$ cat config.mk
export PLATFORM = sky130hd
export DESIGN_NAME = execution
export DESIGN_NICKNAME = d
export VERILOG_FILES = /design/src/rtl/execution.sv
export SDC_FILE = /design/constraint.sdc
export NUM_CORES = 1
export LEC_CHECK = 0
export CAP_MARGIN = 0
export CORE_ASPECT_RATIO = 1.1
export CORE_MARGIN = 3
export CORE_UTILIZATION = 30
export CTS_CLUSTER_DIAMETER = 80
export CTS_CLUSTER_SIZE = 10
export DETAILED_ROUTE_END_ITERATION = 12
export GPL_TIMING_DRIVEN = 0
export MAX_ROUTING_LAYER = met4
export PLACE_DENSITY = 0.54
export SYNTH_ARGS = -nofsm -noshare
export SYNTH_HDL_FRONTEND = slang
export SYNTH_SLANG_ARGS = --single-unit
$ cat constraint.sdc
create_clock -name clk -period 0.8 [get_ports clk]
set_input_delay 0.08 -clock clk [delete_from_list [all_inputs] [get_ports clk]]
set_output_delay 0.08 -clock clk [all_outputs]
set_load 0.01 [all_outputs]
$ cat src/rtl/execution.sv
// ============================================================================
// execution -- EX stage: operand select, ALU, dest-reg select, branch target,
//              all registered into the EX/MEM pipeline register.
// Rev 1.0
// ============================================================================
`default_nettype none

module execution #(
  parameter int INST_MEM_WIDTH = 2
) (
  input  logic                      clk,
  input  logic                      rstn,

  input  logic                      RegWrite,
  input  logic [1:0]                MemtoReg,
  input  logic [1:0]                Branch,
  input  logic                      MemWrite,
  input  logic                      MemRead,
  input  logic                      UARTtoReg,
  input  logic                      RegtoUART,

  input  logic [1:0]                ALUSrcs,
  input  logic                      ALUSrcs2,
  input  logic [3:0]                ALUOp,
  input  logic [1:0]                RegDist,

  input  logic [31:0]               op1_sub,
  input  logic [31:0]               op2_sub,
  input  logic [4:0]                rt,
  input  logic [4:0]                rd,
  input  logic [4:0]                sa,
  input  logic [15:0]               immediate,
  input  logic [25:0]               inst_index,
  input  logic [INST_MEM_WIDTH-1:0] pc,
  input  logic [INST_MEM_WIDTH-1:0] pc1,

  output logic                      RegWrite_next,
  output logic [1:0]                MemtoReg_next,
  output logic [1:0]                Branch_next,
  output logic                      MemWrite_next,
  output logic                      MemRead_next,
  output logic                      UARTtoReg_next,
  output logic [25:0]               inst_index_next,
  output logic [INST_MEM_WIDTH-1:0] pc_next,
  output logic [INST_MEM_WIDTH-1:0] pc1_next,
  output logic [31:0]               register_data,
  output logic [31:0]               alu_result,
  output logic [4:0]                rdist,
  output logic [INST_MEM_WIDTH-1:0] pc2
);

  localparam logic [3:0] c_ALU_ADD  = 4'b0000;
  localparam logic [3:0] c_ALU_SUB  = 4'b0001;
  localparam logic [3:0] c_ALU_AND  = 4'b0010;
  localparam logic [3:0] c_ALU_OR   = 4'b0011;
  localparam logic [3:0] c_ALU_XOR  = 4'b0100;
  localparam logic [3:0] c_ALU_NOR  = 4'b0101;
  localparam logic [3:0] c_ALU_SLT  = 4'b0110;
  localparam logic [3:0] c_ALU_SLTU = 4'b0111;
  localparam logic [3:0] c_ALU_SLL  = 4'b1000;
  localparam logic [3:0] c_ALU_SRL  = 4'b1001;
  localparam logic [3:0] c_ALU_SRA  = 4'b1010;
  localparam logic [3:0] c_ALU_OP2  = 4'b1011;
  localparam logic [3:0] c_ALU_LINK = 4'b1100;

  localparam logic [1:0] c_OP2_REG  = 2'b00;
  localparam logic [1:0] c_OP2_SEXT = 2'b01;
  localparam logic [1:0] c_OP2_ZEXT = 2'b10;
  localparam logic [1:0] c_OP2_LUI  = 2'b11;

  localparam logic [1:0] c_DST_RT   = 2'b00;
  localparam logic [1:0] c_DST_RD   = 2'b01;
  localparam logic [1:0] c_DST_LINK = 2'b10;

  logic [31:0] w_op1;
  logic [31:0] w_op2;
  logic [4:0]  w_shamt;
  logic [31:0] w_link;

  logic [31:0]               alu_result_d;
  logic [4:0]                rdist_d;
  logic [INST_MEM_WIDTH-1:0] pc2_d;

  logic                      RegWrite_q;
  logic [1:0]                MemtoReg_q;
  logic [1:0]                Branch_q;
  logic                      MemWrite_q;
  logic                      MemRead_q;
  logic                      UARTtoReg_q;
  logic [25:0]               inst_index_q;
  logic [INST_MEM_WIDTH-1:0] pc_q;
  logic [INST_MEM_WIDTH-1:0] pc1_q;
  logic [31:0]               register_data_q;
  logic [31:0]               alu_result_q;
  logic [4:0]                rdist_q;
  logic [INST_MEM_WIDTH-1:0] pc2_q;

  // RegtoUART is consumed by a later stage; keep it visibly tied off here.
  logic unused_regtouart;
  assign unused_regtouart = RegtoUART;

  assign w_op1   = ALUSrcs2 ? op1_sub : {27'b0, sa};
  assign w_shamt = w_op1[4:0];
  assign w_link  = {{(32-INST_MEM_WIDTH){1'b0}}, pc1};

  always_comb begin
    w_op2 = op2_sub;
    case (ALUSrcs)
      c_OP2_REG:  w_op2 = op2_sub;
      c_OP2_SEXT: w_op2 = {{16{immediate[15]}}, immediate};
      c_OP2_ZEXT: w_op2 = {16'h0000, immediate};
      c_OP2_LUI:  w_op2 = {immediate, 16'h0000};
      default:    w_op2 = op2_sub;
    endcase
  end

  always_comb begin
    alu_result_d = 32'h0;
    case (ALUOp)
      c_ALU_ADD:  alu_result_d = w_op1 + w_op2;
      c_ALU_SUB:  alu_result_d = w_op1 - w_op2;
      c_ALU_AND:  alu_result_d = w_op1 & w_op2;
      c_ALU_OR:   alu_result_d = w_op1 | w_op2;
      c_ALU_XOR:  alu_result_d = w_op1 ^ w_op2;
      c_ALU_NOR:  alu_result_d = ~(w_op1 | w_op2);
      c_ALU_SLT:  alu_result_d = {31'b0, ($signed(w_op1) < $signed(w_op2))};
      c_ALU_SLTU: alu_result_d = {31'b0, (w_op1 < w_op2)};
      c_ALU_SLL:  alu_result_d = w_op2 << w_shamt;
      c_ALU_SRL:  alu_result_d = w_op2 >> w_shamt;
      c_ALU_SRA:  alu_result_d = $unsigned($signed(w_op2) >>> w_shamt);
      c_ALU_OP2:  alu_result_d = w_op2;
      c_ALU_LINK: alu_result_d = w_link;
      default:    alu_result_d = 32'h0;
    endcase
  end

  always_comb begin
    rdist_d = 5'd0;
    case (RegDist)
      c_DST_RT:   rdist_d = rt;
      c_DST_RD:   rdist_d = rd;
      c_DST_LINK: rdist_d = 5'd31;
      default:    rdist_d = 5'd0;
    endcase
  end

  // Target wraps naturally in the narrow instruction-memory index space.
  assign pc2_d = pc1 + immediate[INST_MEM_WIDTH-1:0];

  always_ff @(posedge clk or negedge rstn) begin
    if (!rstn) begin
      RegWrite_q      <= 1'b0;
      MemtoReg_q      <= 2'b0;
      Branch_q        <= 2'b0;
      MemWrite_q      <= 1'b0;
      MemRead_q       <= 1'b0;
      UARTtoReg_q     <= 1'b0;
      inst_index_q    <= 26'b0;
      pc_q            <= '0;
      pc1_q           <= '0;
      register_data_q <= 32'h0;
      alu_result_q    <= 32'h0;
      rdist_q         <= 5'd0;
      pc2_q           <= '0;
    end else begin
      RegWrite_q      <= RegWrite;
      MemtoReg_q      <= MemtoReg;
      Branch_q        <= Branch;
      MemWrite_q      <= MemWrite;
      MemRead_q       <= MemRead;
      UARTtoReg_q     <= UARTtoReg;
      inst_index_q    <= inst_index;
      pc_q            <= pc;
      pc1_q           <= pc1;
      register_data_q <= op2_sub;
      alu_result_q    <= alu_result_d;
      rdist_q         <= rdist_d;
      pc2_q           <= pc2_d;
    end
  end

  assign RegWrite_next   = RegWrite_q;
  assign MemtoReg_next   = MemtoReg_q;
  assign Branch_next     = Branch_q;
  assign MemWrite_next   = MemWrite_q;
  assign MemRead_next    = MemRead_q;
  assign UARTtoReg_next  = UARTtoReg_q;
  assign inst_index_next = inst_index_q;
  assign pc_next         = pc_q;
  assign pc1_next        = pc1_q;
  assign register_data   = register_data_q;
  assign alu_result      = alu_result_q;
  assign rdist           = rdist_q;
  assign pc2             = pc2_q;

endmodule

`default_nettype wire

==> results_dict.tcl, run 1 <==
set metrics [dict create \
    status "complete, but fails checks" \
    violations "hold timing, setup timing" \
    cts-root-buf "clkbuf_16" \
    final.period_utilization_pct 433 \
    coreArea_um2 42600 \
    start_kind "input pin" \
    wl_mm 81.2 \
    n_fill_cell 4195 \
    gp_congestion 1.06 \
    synth_area_leaders "dfrtp_1 21%, mux2i_1 11%, ha_1 11%" \
    rows 79 \
    ys_seq_area_share_pct 20.9 \
    rsz0062_at_grt "yes" \
    synthCells 1672 \
    dp_hpwl_mm 61.0 \
    antenna_left 0 \
    leakage_nw 8.55 \
    fin_cells 2670 \
    cp-end-kind "flop" \
    timing.fmax_mhz 289 \
    synth_edf_count 0 \
    ios 254 \
    grt_pass1_wl_mm 114 \
    drv_slew 0 \
    worstPathArrival_ps 3720 \
    clock-sinks 109 \
    htreeDepth 3 \
    slowest_stage "fa_2" \
    grt_usage_pct 35.2 \
    hp-class "in -> async" \
    synth_common_cells "149 x mux2i_1, 149 x nand2_1, 143 x nor2_1" \
    dr_total_vias 16297 \
    synth_area_um2 13000 \
    critical_path_class "in -> reg" \
    required_ps 1050 \
    synthArstFlopShare_pct 100 \
    irDropWorstVdd_mv 1.10 \
    max-clock-path-buffers 2 \
    die_w_um 205 \
    crit_path_max_incr_delay_ps 380 \
    drc 0 \
    dr.pass1.iters 7 \
    cp_common_cell "buf_12" \
    syn_nets 1931 \
    multi_input_area_um2 11200 \
    grt_start_max_net_pins 75 \
    area_delta_synth_final_pct 52.8 \
    tightest_slew_ps 972 \
    clkTransAtPathRegs_ps 90 \
    synth_area_leader_cell "dfrtp_1" \
    yosysTopAreaCellShare_pct 20.9 \
    die-area_um2 45900 \
    vias_per_cell 6.10 \
    crit_buf_inv 8 \
    first_global_vias 15898 \
    overflow 0 \
    synth-seq-cells 109 \
    power_density_nw_per_um2 1380 \
    start_util_pct 30.6 \
    hold-worst-slack_ps -442 \
    relSlewSlack_pct 34.5 \
    place_inst 2488 \
    synth.avg_cell_area_um2 7.79 \
    finalPower_mw 27.5 \
    layout_setup_ws_ps -2660 \
    cts_buffers 9 \
    hold_violations 109 \
    die_y_um 224 \
    drtIter0Drc 1965 \
    crit_fanout 6 \
    avgRoutedWirePerCell_um 30.4 \
    post-route-min-period_ps 3460 \
    setup_viol 141 \
    antenna_found_initial 9 \
    io_buffers 246 \
    crit_cells 21 \
    crit_chain "buf_12 > buf_4 > buf_12 > buf_12 > buf_8 > mux2i_4 > o2bb2ai_4 > buf_6 > buf_6 > ha_4 > inv_2 > fa_2 > nor2b_2 > o31a_1 > a21oi_4 > o21ai_4 > a21oi_4 > o221ai_4 > o221ai_1 > a221oi_2 > o21ai_1" \
    synthFlopType "dfrtp_1" \
    regArea_um2 2730 \
    maxCapViolations 0 \
    yosysWarnings 0 \
    cpLargestDelayFamily "compound AO/OA/AOI/OAI gates" \
    synth_cell_types 82 \
    drive_above_1_share_pct 30.9 \
    layout.nets 2349 \
    tritoncts "yes" \
]
==> registers in the layout, indices dropped and copies added, names as in the netlist <==
| name | count |
|---|---|
| UARTtoReg_next | 1 |
| inst_index_next | 26 |
| pc1_next | 2 |
| register_data | 32 |
| alu_result | 32 |
| pc_next | 2 |
| MemRead_next | 1 |
| rdist | 5 |
| Branch_next | 2 |
| MemWrite_next | 1 |
| pc2 | 2 |
| RegWrite_next | 1 |
| MemtoReg_next | 2 |
==> worst paths after layout <==
check                      startpoint                  end  slack (ps)
worst min-delay path             rstn       UARTtoReg_next        -440
worst max-delay path       ALUSrcs[0]       alu_result[26]       -2660
min in group clk               pc1[0]               pc2[0]           0
max in group asynchronous        rstn  inst_index_next[20]         550
==> cell usage in the layout, fill, tap and decap left out, drive strengths merged, types with 10 or more instances in the layout <==
cell,n
a22oi,13
inv,104
o2bb2ai,15
dfrtp,109
a21o,20
a21oi,111
nor2b,16
nor3,35
ha,112
nor2,143
buf,321
a31oi,20
clkbuf,80
a221oi,28
o22ai,14
nand2,149
dlygate4sd2,22
clkdlybuf4s50,108
a211oi,25
a221o,21
mux2,15
o21ai,156
mux2i,150
or3,13
o211ai,47
nand3,55
o31ai,10
==> report_power, final <==
group          switching (mW)  internal, mW
clock network            2.72          2.29
logic                    9.82          6.50
registers               0.141          6.03
total                    12.7          14.8
==> kinds of logic after synthesis <==
family / count (synthesis) / synth area share, %
AOI/OAI and AO/OA: 584 / 30.4
xor gates and xnor gates: 6 / 0.404
DFF: 109 / 20.9
buffers and inverters: 228 / 7.47
and+or+nand+nor: 461 / 15.9
muxes: 170 / 13.8
adders and majority gates: 114 / 11.1
==> routing by layer <==
metal  global-route usage (%)  vias up  share of wire (%)
li1                         -     7080                  -
met1                     41.6     7922                 39
met2                     54.3     1020                 45
met3                     7.38      275                8.4
met4                     22.6        0                7.9
met5                        -        -                  0
==> final cells by class <==
type	instances	share of cell area (%)
repair buffers	414	17.5
inverters	101	2.06
diodes	8	0.101
plain buffers	120	5.34
clock inverters	7	0.434
clock buffers	9	1.13
well taps	567	3.57
multi-input cells	1335	56.1
flip-flops and latches	109	13.7
==> per-stage QoR <==
step | hold WS (ps) | utilization (%) | setup slack [ps] | instance area [um^2] | TNS, ps
finish | -442 | 46.7 | -2660 | 19900 | -95260
global route | -413 | 46.7 | -2730 | 19900 | -100100
CTS | -428 | 44.9 | -2700 | 19100 | -94550
detailed placement | 10.7 | 39.9 | -3980 | 17000 | -127510
global placement | 525 | 39.8 | -4830 | 17000 | -656530
floorplan | -216 | - | -2660 | 13800 | -69790
==> what timing repair did <==
action,4_1_cts,5_1_grt
hold endpoints to repair,61,37
resized for setup,784,100
cloned,0,1
pin swaps,83,83
buffers inserted,119,43
endpoints found under the setup margin,147,147
hold buffers,5,2
(Power assumes the default switching activity.)
==> inputs of run 2 (changes only) <==
Settings changed: CORE_UTILIZATION 30 to 54, PLACE_DENSITY 0.54 to 0.86.
==> results_dict.tcl, run 2 <==
set metrics [dict create \
    synth-seq-cells 109 \
    cts-root-buf "clkbuf_16" \
    gp_congestion 1.25 \
    htreeDepth 3 \
    haltStage "global routing" \
    synth_cell_types 82 \
    die_w_um 154 \
    place_inst 2220 \
    overflow 172 \
    synth.avg_cell_area_um2 7.79 \
    start_util_pct 55.9 \
    ios 254 \
    rows 58 \
    die_y_um 169 \
    synth_common_cells "149 x mux2i_1, 149 x nand2_1, 143 x nor2_1" \
    grt_start_max_net_pins 76 \
    clock-sinks 109 \
    synthCells 1672 \
    crit_endpoint "alu_result[31]$_DFF_PN0_/D" \
    synth_area_leader_cell "dfrtp_1" \
    io_buffers 246 \
    syn_nets 1931 \
    grt_usage_pct 75.1 \
    endpoint_type "register data pin" \
    yosysWarnings 0 \
    ys_seq_area_share_pct 20.9 \
    error "[ERROR GRT-0232] Routing congestion too high. Check the congestion heatmap in the GUI." \
    synth_edf_count 0 \
    cts_buffers 9 \
    synth_area_leaders "dfrtp_1 21%, mux2i_1 11%, ha_1 11%" \
    max-clock-path-buffers 2 \
    status "did not finish" \
    dp_hpwl_mm 51.6 \
    yosysTopAreaCellShare_pct 20.9 \
    synthFlopType "dfrtp_1" \
    synthArstFlopShare_pct 100 \
    synth_area_um2 13000 \
]
==> run 2: cell counts after synthesis <==
Identical to the previous run, type by type.
==> run 2: timing repair <==
action | 4_1_cts
hold buffers | 2
cloned | 1
endpoints found under the setup margin | 148
hold endpoints to repair | 36
setup buffers | 143
gates resized for setup | 800
pin swaps | 90
==> run 2: cells by family after synthesis <==
family | Yosys count | share of synthesized area (%)
AO/OA/AOI/OAI | 584 | 30.4
AND/OR/NAND/NOR | 461 | 15.9
buffers and inverters | 228 | 7.47
multiplexers | 170 | 13.8
adder cells (fa/ha/maj) | 114 | 11.1
flip-flops | 109 | 20.9
XOR/XNOR | 6 | 0.404
==> run 2: layer usage <==
| layer | global-route usage (%) | overflow |
|---|---|---|
| met2 | 92.5 | 99 |
| met5 | - | - |
| met3 | 56.9 | 3 |
| met4 | 72.5 | 68 |
| met1 | 72.9 | 2 |
==> run 2: metrics by stage <==
step | util (%) | instance area, um^2 | hold WS, ps | setup slack (ps) | TNS, ps
after floorplan | - | 13800 | -216 | -2660 | -69790
after global placement | 71.3 | 16600 | 525 | -4390 | -596100
after detailed placement | 71.5 | 16700 | 79.6 | -3720 | -124880
after CTS | 81.2 | 18900 | -316 | -2540 | -87940
